===== config.mk =====
export PLATFORM = sky130hd
export DESIGN_NAME = escaner_teclado_4x4
export DESIGN_NICKNAME = d
export VERILOG_FILES = /design/src/rtl/escaner_teclado_4x4.sv
export SDC_FILE = /design/constraint.sdc
export NUM_CORES = 1
export LEC_CHECK = 0
export CAP_MARGIN = 20
export CORE_ASPECT_RATIO = 0.6
export CORE_UTILIZATION = 30
export DETAILED_ROUTE_END_ITERATION = 8
export PLACE_DENSITY = 0.49
export SLEW_MARGIN = 40
export SYNTH_ARGS = -nofsm -noshare
export SYNTH_HDL_FRONTEND = slang
export SYNTH_SLANG_ARGS = --single-unit

===== constraint.sdc =====
create_clock -name i_Clk -period 2.21 [get_ports i_Clk]
set_input_delay 0.221 -clock i_Clk [delete_from_list [all_inputs] [get_ports i_Clk]]
set_output_delay 0.221 -clock i_Clk [all_outputs]
set_load 0.05 [all_outputs]

===== src/rtl/escaner_teclado_4x4.sv =====
// 4x4 matrix keypad scanner.
// Drives one keypad row low at a time, reads the active-low columns back
// through a two-flop synchronizer, resolves one key code per full frame
// (lowest code wins), debounces presses and releases over P_DEB identical
// frames, and keeps a 4-digit shift buffer of accepted keys for the display.
module escaner_teclado_4x4 #(
    parameter int P_DIV = 50000,  // clock cycles per row period (>= 4)
    parameter int P_DEB = 4       // identical frames to accept press/release (>= 1)
) (
    input  logic       i_Clk,
    input  logic       i_Rst,
    input  logic [3:0] i_Columnas,
    input  logic       i_Borrar,
    output logic [3:0] o_Filas,
    output logic [3:0] o_Tecla,
    output logic       o_Valida,
    output logic       o_Presionada,
    output logic [3:0] o_Digito1,
    output logic [3:0] o_Digito2,
    output logic [3:0] o_Digito3,
    output logic [3:0] o_Digito4
);

    localparam int PRESC_W = $clog2(P_DIV);
    localparam logic [PRESC_W-1:0] PRESC_LAST = PRESC_W'(P_DIV - 1);
    localparam logic [PRESC_W-1:0] PRESC_ZERO = PRESC_W'(0);
    localparam logic [PRESC_W-1:0] PRESC_ONE  = PRESC_W'(1);

    localparam int CNT_W = $clog2(P_DEB + 1);
    localparam logic [CNT_W-1:0] CNT_ZERO   = CNT_W'(0);
    localparam logic [CNT_W-1:0] CNT_ONE    = CNT_W'(1);
    localparam logic [CNT_W-1:0] CNT_TARGET = CNT_W'(P_DEB);

    typedef enum logic [1:0] {
        ST_IDLE      = 2'd0,
        ST_PRESS_DEB = 2'd1,
        ST_HELD      = 2'd2,
        ST_REL_DEB   = 2'd3
    } state_t;

    // Column index of the lowest active-low column; only meaningful when
    // at least one column reads low.
    function automatic logic [1:0] lowest_zero_col(input logic [3:0] cols);
        logic [1:0] idx;
        if (!cols[0]) begin
            idx = 2'd0;
        end else if (!cols[1]) begin
            idx = 2'd1;
        end else if (!cols[2]) begin
            idx = 2'd2;
        end else begin
            idx = 2'd3;
        end
        return idx;
    endfunction

    // Synchronizer and scan state
    logic [3:0]         col_meta_r;
    logic [3:0]         col_sync_r;
    logic [PRESC_W-1:0] presc_r;
    logic               tick_s;
    logic [1:0]         row_idx_r;
    logic [3:0]         filas_r;

    // Frame accumulation
    logic               found_r;
    logic [3:0]         found_code_r;
    logic               row_hit_s;
    logic [3:0]         row_code_s;
    logic               frame_end_s;
    logic               frame_hit_s;
    logic [3:0]         frame_code_s;

    // Debounce FSM
    state_t             state_r;
    state_t             state_s;
    logic [3:0]         cand_r;
    logic [3:0]         cand_s;
    logic [CNT_W-1:0]   cnt_r;
    logic [CNT_W-1:0]   cnt_s;
    logic [CNT_W-1:0]   cnt_inc_s;
    logic               accept_s;
    logic [3:0]         accept_code_s;
    logic               release_s;

    // Registered outputs
    logic [3:0]         tecla_r;
    logic               valida_r;
    logic               presionada_r;
    logic [3:0]         dig1_r;
    logic [3:0]         dig2_r;
    logic [3:0]         dig3_r;
    logic [3:0]         dig4_r;

    // Bring the asynchronous column lines into the clock domain.
    always_ff @(posedge i_Clk or posedge i_Rst) begin
        if (i_Rst) begin
            col_meta_r <= 4'b1111;
            col_sync_r <= 4'b1111;
        end else begin
            col_meta_r <= i_Columnas;
            col_sync_r <= col_meta_r;
        end
    end

    // Row-period prescaler: wraps at P_DIV-1, where the scan tick fires.
    always_ff @(posedge i_Clk or posedge i_Rst) begin
        if (i_Rst) begin
            presc_r <= PRESC_ZERO;
        end else if (tick_s) begin
            presc_r <= PRESC_ZERO;
        end else begin
            presc_r <= presc_r + PRESC_ONE;
        end
    end

    // Decode the tick, the current row result and the whole-frame result.
    always_comb begin
        tick_s       = (presc_r == PRESC_LAST);
        row_hit_s    = (col_sync_r != 4'b1111);
        row_code_s   = {row_idx_r, lowest_zero_col(col_sync_r)};
        frame_end_s  = tick_s && (row_idx_r == 2'd3);
        frame_hit_s  = found_r || row_hit_s;
        frame_code_s = found_r ? found_code_r : row_code_s;
    end

    // Rotate the active row on each tick and remember the first (lowest)
    // key seen in the frame; the memory clears once row 3 has been sampled.
    always_ff @(posedge i_Clk or posedge i_Rst) begin
        if (i_Rst) begin
            row_idx_r    <= 2'd0;
            filas_r      <= 4'b1110;
            found_r      <= 1'b0;
            found_code_r <= 4'd0;
        end else if (tick_s) begin
            row_idx_r <= row_idx_r + 2'd1;
            filas_r   <= {filas_r[2:0], filas_r[3]};
            if (row_idx_r == 2'd3) begin
                found_r <= 1'b0;
            end else if (!found_r && row_hit_s) begin
                found_r      <= 1'b1;
                found_code_r <= row_code_s;
            end
        end
    end

    // Debounce FSM state, candidate key and frame counter.
    always_ff @(posedge i_Clk or posedge i_Rst) begin
        if (i_Rst) begin
            state_r <= ST_IDLE;
            cand_r  <= 4'd0;
            cnt_r   <= CNT_ZERO;
        end else begin
            state_r <= state_s;
            cand_r  <= cand_s;
            cnt_r   <= cnt_s;
        end
    end

    // Next-state logic, evaluated once per frame on the row-3 tick.
    always_comb begin
        state_s       = state_r;
        cand_s        = cand_r;
        cnt_s         = cnt_r;
        cnt_inc_s     = cnt_r + CNT_ONE;
        accept_s      = 1'b0;
        accept_code_s = cand_r;
        release_s     = 1'b0;
        if (frame_end_s) begin
            case (state_r)
                ST_IDLE: begin
                    if (frame_hit_s) begin
                        cand_s        = frame_code_s;
                        cnt_s         = CNT_ONE;
                        accept_code_s = frame_code_s;
                        if (CNT_ONE == CNT_TARGET) begin
                            accept_s = 1'b1;
                            state_s  = ST_HELD;
                        end else begin
                            state_s  = ST_PRESS_DEB;
                        end
                    end else begin
                        state_s = ST_IDLE;
                    end
                end
                ST_PRESS_DEB: begin
                    if (!frame_hit_s) begin
                        state_s = ST_IDLE;
                    end else if (frame_code_s == cand_r) begin
                        cnt_s = cnt_inc_s;
                        if (cnt_inc_s == CNT_TARGET) begin
                            accept_s = 1'b1;
                            state_s  = ST_HELD;
                        end else begin
                            state_s  = ST_PRESS_DEB;
                        end
                    end else begin
                        // A different key restarts the debounce on that key.
                        cand_s  = frame_code_s;
                        cnt_s   = CNT_ONE;
                        state_s = ST_PRESS_DEB;
                    end
                end
                ST_HELD: begin
                    if (!frame_hit_s) begin
                        cnt_s = CNT_ONE;
                        if (CNT_ONE == CNT_TARGET) begin
                            release_s = 1'b1;
                            state_s   = ST_IDLE;
                        end else begin
                            state_s   = ST_REL_DEB;
                        end
                    end else begin
                        // No rollover: other keys are ignored while held.
                        state_s = ST_HELD;
                    end
                end
                ST_REL_DEB: begin
                    if (!frame_hit_s) begin
                        cnt_s = cnt_inc_s;
                        if (cnt_inc_s == CNT_TARGET) begin
                            release_s = 1'b1;
                            state_s   = ST_IDLE;
                        end else begin
                            state_s   = ST_REL_DEB;
                        end
                    end else begin
                        state_s = ST_HELD;
                    end
                end
                default: begin
                    state_s = ST_IDLE;
                end
            endcase
        end else begin
            state_s = state_r;
        end
    end

    // Key code, one-cycle valid strobe and held flag.
    always_ff @(posedge i_Clk or posedge i_Rst) begin
        if (i_Rst) begin
            tecla_r      <= 4'd0;
            valida_r     <= 1'b0;
            presionada_r <= 1'b0;
        end else begin
            valida_r <= accept_s;
            if (accept_s) begin
                tecla_r      <= accept_code_s;
                presionada_r <= 1'b1;
            end else if (release_s) begin
                presionada_r <= 1'b0;
            end
        end
    end

    // Digit entry buffer: newest key shifts in at Digito1; clear has priority.
    always_ff @(posedge i_Clk or posedge i_Rst) begin
        if (i_Rst) begin
            dig1_r <= 4'd0;
            dig2_r <= 4'd0;
            dig3_r <= 4'd0;
            dig4_r <= 4'd0;
        end else if (i_Borrar) begin
            dig1_r <= 4'd0;
            dig2_r <= 4'd0;
            dig3_r <= 4'd0;
            dig4_r <= 4'd0;
        end else if (accept_s) begin
            dig4_r <= dig3_r;
            dig3_r <= dig2_r;
            dig2_r <= dig1_r;
            dig1_r <= accept_code_s;
        end
    end

    assign o_Filas      = filas_r;
    assign o_Tecla      = tecla_r;
    assign o_Valida     = valida_r;
    assign o_Presionada = presionada_r;
    assign o_Digito1    = dig1_r;
    assign o_Digito2    = dig2_r;
    assign o_Digito3    = dig3_r;
    assign o_Digito4    = dig4_r;

endmodule

==> impl_metrics.tcl <==
set metrics [dict create \
    syn_nets 291 \
    synth_warnings 0 \
    crit_path_start_kind "flop" \
    crit_arrival_ns 2.47 \
    grt_pass1_wl_um 10900 \
    power.density_nw_per_um2 682 \
    cp.required_ns 2.46 \
    min_period_ns 2.23 \
    cts.root.buffer_cell "clkbuf_16" \
    drive_above_1_share 0.254 \
    clock_skew_ns 0.00774 \
    r2r_slack_ns -0.02 \
    yosys.area.top_type "dfrtp_1" \
    antenna_found_initial 0 \
    die-height_um 78.5 \
    synth_top_area_frac 0.470 \
    tightest_slew_ns 0.680 \
    drt_iter0_drc 142 \
    fmax_mhz 449 \
    cts.sink_count 66 \
    synth_seq_cells 66 \
    yosys-top-cells-area "dfrtp_1, dfstp_2, nand2_1" \
    r2r-start "presc_r[13]$_DFF_PP0_" \
    cts.htree.levels 3 \
    diodes 0 \
    worstSetupEndpointType "flop" \
    synth_async_sr_flop_share 1.00 \
    finalWeightedCongestion 0.794 \
    place_ws_ns -0.0769 \
    violations "setup timing" \
    grt_max_degree 27 \
    place_hpwl_um 4650 \
    io_pins 33 \
    fin_cells 488 \
    routed_via_density 4.59 \
    area_delta_synth_final_pct 38.4 \
    drt_wl_total_um 6500 \
    firstDrtPassIters 4 \
    ys_seq_area_frac 0.569 \
    path_clk_slew_ns 0.06 \
    finalSetupViolCount 3 \
    p_total_w 0.00276 \
    rsz0062_at_grt "true" \
    synth_edf_count 0 \
    vdd_ir_drop_max_v 0.000404 \
    hold_viol 0 \
    netlist-cell-type-count 41 \
    dp_cells 467 \
    fin_ws_ns -0.0181 \
    placed_cell_area_um2 3620 \
    row_count 27 \
    maxCapViolations 0 \
    coreArea_um2 9320 \
    numCtsBuffers 9 \
    synthCells 280 \
    die_x_um 129 \
    grt_use_total 0.143 \
    leakage_nw 1.80 \
    nNetsFinal 364 \
    insertion_delay_ns 0.33 \
    cts_max_path_buffers 2 \
    postCtsHoldBufs 0 \
    wl_per_cell_um 13.3 \
    syn_area_um2 2930 \
    drtAntennaViolNets 0 \
    post-route-util 0.434 \
    slew_headroom 0.543 \
    syn_avg_cell_area_um2 10.4 \
    dr_total_vias 2242 \
    status "finished with violations" \
    overflow 0 \
    crit_fanout 3 \
    critical_path_class "flop to flop" \
    die_area_um2 10200 \
    portBuffers 32 \
    finalCritPeriodShare 1.01 \
    final_max_slew_viol_count 0 \
    ys.flop_type "dfrtp_1" \
    rr_endpoint "o_Digito1[2]$_DFFE_PP0P_" \
    route.detailed.drc 0 \
    hold_path_class "input port to async pin" \
    fillers 907 \
    rr_worst_depth 6 \
    initial_core_util 0.314 \
    grt_pass1_vias 2131 \
    design_area_um2 4050 \
    cts_tree "yes" \
]
[flip-flops by register name (all words and copies together), names as in the netlist]
name	flops
o_Digito4	4
row_idx_r	2
cand_r	4
col_meta_r	4
presc_r	16
o_Digito1	4
col_sync_r	4
o_Tecla	4
o_Presionada	1
state_r	2
cnt_r	3
found_r	1
o_Valida	1
o_Digito3	4
o_Digito2	4
found_code_r	4
o_Filas	4
[timing repair]
action	CTS	global route
setup endpoints to repair	16	27
resized for setup	3	11
buffers inserted	0	5
pin swaps	1	3
[cell type report]
cell class                      count  area (um2)  area share
Timing Repair Buffer               73         644       0.159
Clock inverter                      5        40.0     0.00989
Multi-Input combinational cell    197        1240       0.306
Tap cell                          130         163      0.0402
Sequential cell                    66        1670       0.411
Inverter                            6        22.5     0.00556
Clock buffer                       11         275      0.0680
[worst max-delay path by stage]
stage	from	end	slack, ns
global route	presc_r[12]$_DFF_PP0_	o_Digito2[1]$_DFFE_PP0P_	-0.12
detailed placement	presc_r[13]$_DFF_PP0_	o_Digito2[3]$_DFFE_PP0P_	-0.08
CTS	presc_r[5]$_DFF_PP0_	o_Digito1[2]$_DFFE_PP0P_	-0.03
floorplan	presc_r[13]$_DFF_PP0_	o_Digito2[0]$_DFFE_PP0P_	-0.04
global placement	presc_r[13]$_DFF_PP0_	o_Digito3[3]$_DFFE_PP0P_	-0.05
finish	presc_r[13]$_DFF_PP0_	o_Digito1[2]$_DFFE_PP0P_	-0.02
[worst max-delay path, cell delays in order (launching register included)]
cell and delay [ns]:
dfrtp_1 0.37, or4b_4 0.56, nor4_4 0.30, and4_1 0.27
nand4_1 0.16, a311o_1 0.34, a21oi_2 0.15
[metal layers]
| layer | part of all wire | GRT usage |
|---|---|---|
| met5 | 0 | 0 |
| met4 | 0.0065 | 0.0593 |
| met3 | 0.045 | 0.0450 |
| met2 | 0.40 | 0.179 |
| met1 | 0.55 | 0.220 |
[kinds of logic (layout without fill, tap and decap cells)]
kind of cell | count (synthesis) | after routing | synth area share
fa+ha+maj | 4 | 4 | 0.0171
compound gates | 42 | 42 | 0.0851
flops | 66 | 66 | 0.569
xor+xnor | 18 | 18 | 0.0539
simple gates | 122 | 122 | 0.207
mux | 11 | 11 | 0.0406
buf+inv | 17 | 95 | 0.0265
[cells in the final DEF, fill, tap and decap left out, types with 3 or more instances in the layout]
cell type / instances
xor2_1: 9
nor3_1: 4
nand4_1: 8
xnor2_1: 9
clkbuf_16: 11
buf_4: 39
nand3_1: 10
ha_1: 4
inv_6: 3
o21ai_0: 5
mux2_2: 7
inv_1: 5
mux2i_1: 4
dfstp_2: 11
a21oi_1: 21
nand2_1: 60
nor2b_1: 3
clkdlybuf4s50_1: 32
nor2_1: 18
dfrtp_1: 55
[synthesized netlist by cell type, drive strengths merged (2+ instances only)]
cell / instances
nand3: 11
and3: 2
or4b: 2
and4: 3
nor3: 4
dfrtp: 55
dfstp: 11
nor2: 19
xor2: 9
nor2b: 3
mux2i: 4
a21oi: 23
buf: 6
a311o: 2
o211ai: 2
clkbuf: 5
inv: 6
a31oi: 2
o21ai: 6
o41ai: 2
ha: 4
nor4: 5
o31ai: 2
nand2: 60
nand4: 8
mux2: 7
xnor2: 9
[where the power goes]
part / total (W) / switching (W) / internal (W)
Clock: 0.00146 / 0.000556 / 0.000908
Sequential: 0.00123 / 0.00000371 / 0.00122
Combinational: 0.0000706 / 0.0000474 / 0.0000233
[metrics by stage]
step	hold WS (ns)	setup TNS, ns
global placement	0.346	-0.204
finish	0.146	-0.0267
floorplan	0.225	-0.449
detailed placement	0.347	-0.517
global route	0.166	-2.07
CTS	0.142	-0.155
(Power assumes the default switching activity.)
